<file path="config.mk">
export PLATFORM = sky130hd
export DESIGN_NAME = attendance_session_ctrl
export DESIGN_NICKNAME = d
export VERILOG_FILES = /design/src/rtl/attendance_pkg.sv /design/src/rtl/attendance_session_ctrl_roll_timer.sv /design/src/rtl/attendance_session_ctrl.sv
export SDC_FILE = /design/constraint.sdc
export NUM_CORES = 1
export LEC_CHECK = 0
export BUFFER_PORTS_ARGS = -buffer_cell sky130_fd_sc_hd__clkbuf_2
export CAP_MARGIN = 15
export CORE_ASPECT_RATIO = 0.6
export CORE_UTILIZATION = 40
export DETAILED_ROUTE_END_ITERATION = 16
export PLACE_DENSITY = 0.66
export SLEW_MARGIN = 20
export SYNTH_ARGS = -nofsm -noshare
export SYNTH_HDL_FRONTEND = slang
export SYNTH_SLANG_ARGS = --single-unit
</file>
<file path="constraint.sdc">
create_clock -name clk -period 1.55 [get_ports clk]
set_input_delay 0.155 -clock clk [delete_from_list [all_inputs] [get_ports clk]]
set_output_delay 0.155 -clock clk [all_outputs]
set_load 0.02 [all_outputs]
</file>
<file path="src/rtl/attendance_pkg.sv">
// Shared encodings and constants for the attendance roll-call sequencer
// and the register bank it feeds.
package attendance_pkg;

    typedef enum logic [1:0] {
        IDLE = 2'd0,
        WAIT = 2'd1,
        UPD  = 2'd2,
        FIN  = 2'd3
    } state_t;

    localparam int CNT_W = 7;
    localparam int MAX_SESSIONS_DEF = 100;

    function automatic logic [CNT_W-1:0] sat_inc(
        input logic [CNT_W-1:0] cnt,
        input logic [CNT_W-1:0] max
    );
        return (cnt >= max) ? cnt : cnt + 1'b1;
    endfunction

endpackage

</file>
<file path="src/rtl/attendance_session_ctrl_roll_timer.sv">
// Per-student response timer: synchronous clear to zero, count-enable,
// and an expire flag on the last allowed WAIT cycle.
module roll_timer #(
    parameter int TIMEOUT = 15,
    parameter int TO_W    = 4
) (
    input  logic clk,
    input  logic rst,
    input  logic clear,
    input  logic enable,
    output logic expire
);

    logic [TO_W-1:0] count;

    always_ff @(posedge clk or posedge rst) begin
        if (rst) begin
            count <= '0;
        end else if (clear) begin
            count <= '0;
        end else if (enable) begin
            count <= count + 1'b1;
        end
    end

    assign expire = (count == TO_W'(TIMEOUT - 1));

endmodule

</file>
<file path="src/rtl/attendance_session_ctrl.sv">
// Roll-call sequencer: polls each student, waits for a mark or timeout,
// and pushes exactly one valid/ready update per student into the bank.
import attendance_pkg::*;

module attendance_session_ctrl #(
    parameter int NUM_STUDENTS = 8,
    parameter int ID_W         = 3,
    parameter int TIMEOUT      = 15,
    parameter int TO_W         = 4,
    parameter int MAX_SESSIONS = MAX_SESSIONS_DEF
) (
    input  logic             clk,
    input  logic             clr,
    input  logic             start,
    input  logic             abort,
    input  logic             mark_valid,
    input  logic             mark_present,
    output logic             roll_req,
    output logic [ID_W-1:0]  roll_id,
    output logic             upd_valid,
    output logic [ID_W-1:0]  upd_id,
    output logic             upd_present,
    input  logic             upd_ready,
    output logic             busy,
    output logic             done,
    output logic [CNT_W-1:0] session_count,
    output logic [ID_W:0]    absent_count,
    output logic             sessions_full
);

    localparam logic [ID_W-1:0]  LAST = ID_W'(NUM_STUDENTS - 1);
    localparam logic [CNT_W-1:0] SMAX = CNT_W'(MAX_SESSIONS);

    state_t state;
    logic   abort_pend;
    logic   expire;
    logic   t_clear;
    logic   t_en;

    // Timer only runs while waiting; every other state parks it at zero.
    assign t_clear = (state != WAIT);
    assign t_en    = (state == WAIT) && !abort && !mark_valid && !expire;

    roll_timer #(
        .TIMEOUT (TIMEOUT),
        .TO_W    (TO_W)
    ) u_timer (
        .clk    (clk),
        .rst    (clr),
        .clear  (t_clear),
        .enable (t_en),
        .expire (expire)
    );

    always_ff @(posedge clk or posedge clr) begin
        if (clr) begin
            state         <= IDLE;
            roll_id       <= '0;
            upd_present   <= 1'b0;
            abort_pend    <= 1'b0;
            session_count <= '0;
            absent_count  <= '0;
        end else begin
            unique case (state)
                IDLE: begin
                    if (start && !sessions_full) begin
                        state        <= WAIT;
                        roll_id      <= '0;
                        absent_count <= '0;
                        abort_pend   <= 1'b0;
                    end
                end
                WAIT: begin
                    if (abort) begin
                        state <= IDLE;
                    end else if (mark_valid) begin
                        upd_present <= mark_present;
                        state       <= UPD;
                    end else if (expire) begin
                        upd_present <= 1'b0;
                        state       <= UPD;
                    end
                end
                UPD: begin
                    if (upd_ready) begin
                        absent_count <= absent_count
                                      + {{ID_W{1'b0}}, ~upd_present};
                        if (abort_pend || abort) begin
                            state      <= IDLE;
                            abort_pend <= 1'b0;
                        end else if (roll_id == LAST) begin
                            state <= FIN;
                        end else begin
                            roll_id <= roll_id + 1'b1;
                            state   <= WAIT;
                        end
                    end else if (abort) begin
                        // Defer the abort so the pending update still lands.
                        abort_pend <= 1'b1;
                    end
                end
                FIN: begin
                    session_count <= sat_inc(session_count, SMAX);
                    state         <= IDLE;
                end
            endcase
        end
    end

    assign roll_req      = (state == WAIT);
    assign upd_valid     = (state == UPD);
    assign busy          = (state != IDLE);
    assign done          = (state == FIN);
    assign upd_id        = roll_id;
    assign sessions_full = (session_count == SMAX);

endmodule

</file>
==> metrics.cfg <==
[layout]
multi_input_area_um2 = 681
fillers = 283
nNetsFinal = 183
antenna_cells = 0
layout.cells.non_filler = 209
seq_area_um2 = 553
drive_gt1_share_pct = 32.9
syn2layout_area_growth_pct = 23.1
utilization_pct = 54.2
final_area_um2 = 1630

[sta]
hold_viol = 0
finClkSkew_ns = 0.00414
fin_crit_ns = 1.57
drv_slew = 0
finalSetupViolCount = 1
fin_crit_sh_pct = 101
holdWs_ns = 0.155
fin_ws_ns = -0.0177
rsz0062_at_grt = true
fmax_mhz = 638
slew_headroom_pct = 74.7
worst_slew_pin_slew_ns = 0.379

[status]
status = finished, violations left
violations = negative setup slack

[yosys]
synth.area.mux_share_pct = 3.22
yosysSeqAreaShare_pct = 41.7
ys_types = 44
synth_edf_count = 0
ys_ff_latch = 22
yosys_most_used_dff = dfrtp_1
synth_top_family_by_area = simple AND/OR/NAND/NOR gates
yosys.area_share.simple_pct = 21.1
synthAdderAreaFrac_pct = 7.58
syn_area_um2 = 1320
syn_avg_cell_area_um2 = 10.2
async_reset_ff_share_pct = 100
yosys_warnings = 0
synth_xor_area_share_pct = 3.98
synth_compound_area_share_pct = 15.1
synth_fp_nets = 145
syn_inst = 130

[detailed_routing]
drtIter0Drc = 60
wl_per_cell_um = 13.2
routed_wl_um = 2770
vias = 1069
ant_nets = 0
drc = 0
viasPerCell = 5.11
drt_first_pass_iters = 6

[die]
die-area_um2 = 3540
ioPinCount = 30
rows = 15
start_util_pct = 44.0
coreArea_um2 = 3000
die_h_um = 46.5
die_w_um = 76.2

[placed_design]
post-place-ws_ns = 0.0531
numPortBuffers = 29
gp_congestion = 0.791
placedCellCount = 202
place_hpwl_um = 2100
dpl-instance-area_um2 = 1540

[global_route]
grt_pass1_vias = 969
antenna_found_initial = 0
grt_pass1_wl_um = 4550
grt-ovfl-total = 0
grt_start_max_net_pins = 23
grt_usage_pct = 17.5

[setup_path]
cp.arrival_ns = 1.41
crit_type = register to output pin
crit_path_max_fanout = 2
crit_required_ns = 1.39
endpoint_kind = output pin
critPathLaunchType = register
cp-startpoint = session_count[0]
r2r_slack_ns = 0.01
reg2reg_from = session_count[0]

[power]
p_per_area_nw_per_um2 = 1120
p_leak_nw = 0.843
vdd_drop_max_mv = 0.569

[clock_tree]
clock_sinks = 22
numCtsBuffers = 3
cts_tree = built
htreeDepth = 1
clock_path_buffers = 2
clk_pin_slew_ns = 0.07
clkLatencyLatePin_ns = 0.26
root_buffer = clkbuf_8

[min_path]
worstHoldStart = mark_present
hp-class = input pin to register

[run]
cap_violations = 0

[where the power goes]
part	total, mW	leakage [nW]	internal [mW]	switching [mW]
Sequential	0.747	0.295	0.661	0.0866
Combinational	0.668	0.519	0.276	0.391
Clock	0.410	0.0288	0.226	0.183
[layout by cell type, fill, tap and decap left out, types with 2 or more instances in the layout]
master    instances
a211oi_2          2
a21oi_1           3
and2_1            2
buf_4            12
clkbuf_2         28
clkbuf_8          4
dfrtp_1          20
dfrtp_2           2
ha_1              7
inv_1            12
mux2_1            2
mux2i_1           2
nand2_1           8
nand3_1           5
nand4_1           3
nor2_1            7
nor3_1            2
nor3b_1           2
o21ai_0           4
o21ai_1           4
o22ai_1           2
o31ai_1           2
or3_1             2
or3b_1            3
xnor2_1           2
xor2_1            4
[state kept, by name (all words and copies together), names as in the netlist]
register and cells:
session_count 7, absent_count 4, u_timer.count 4, roll_id 3, state 2, abort_pend 1
upd_present 1
[worst max-delay path, stage by stage (launching register included)]
cell and delay [ns]:
dfrtp_1 0.38, inv_1 0.06, ha_1 0.14, nand4_1 0.13, buf_4 0.17, nor3_2 0.11, buf_4 0.16
[worst paths after layout]
path                                  to  cells past startpoint
setup / recovery           sessions_full                      6
hold / removal               upd_present                      2
setup reg to reg              abort_pend                      6
hold reg to reg              upd_present                      1
max in group asynchronous     roll_id[0]                      4
min in group asynchronous     abort_pend                      4
[Yosys cell counts, types with 2 or more instances]
library cell / count / area share (%)
and2_1: 2 / 0.95
mux2i_1: 2 / 1.5
nand4_1: 3 / 1.4
nor3b_1: 2 / 1.1
or3_1: 2 / 0.95
o31ai_1: 2 / 1.1
buf_2: 3 / 1.1
nor3_1: 3 / 1.1
nand3_1: 5 / 1.9
a211oi_2: 2 / 1.9
nor2_1: 7 / 2.0
nand2_1: 8 / 2.3
ha_1: 8 / 7.6
or3b_1: 3 / 2.0
a21oi_1: 3 / 1.1
o21ai_0: 4 / 1.5
mux2_1: 2 / 1.7
xor2_1: 4 / 2.7
dfrtp_1: 22 / 42
inv_1: 12 / 3.4
buf_4: 3 / 1.7
xnor2_1: 2 / 1.3
o21ai_1: 4 / 1.5
o22ai_1: 2 / 0.95
[cells by family after synthesis]
group / after synthesis
AO/OA/AOI/OAI: 27
flip-flops: 22
XOR/XNOR: 6
AND/OR/NAND/NOR: 43
adder cells (fa/ha/maj): 8
buffers and inverters: 20
multiplexers: 4
[what timing repair did]
action / CTS / global route
endpoints found under the setup margin: 1 / 12
pin swaps: 0 / 1
hold endpoints to repair: 22 / 0
hold buffers: 1 / 0
gates resized for setup: 2 / 2
buffers inserted: 2 / 0
[per-layer routing]
layer,global-route usage [%],up-vias,part of all wire (%)
li1,-,537,-
met1,23.6,502,50
met2,28.7,30,44
met3,4.75,0,5.2
met4,3.46,0,0
met5,0,-,0
[cell type report]
class / count / area share, %
clock buffer: 4 / 3.38
multi-input combinational: 88 / 41.8
inverter: 12 / 2.77
sequential: 22 / 34.0
tap: 42 / 3.23
timing repair buffer: 41 / 14.8
[through the flow]
stage               total power, mW  setup TNS [ns]
finish                         1.82         -0.0177
global route                   1.96          -0.749
CTS                            1.85         -0.0424
detailed placement             1.43               0
global placement               1.41               0
floorplan                      1.18               0
Power figures use the tool's default switching activity.
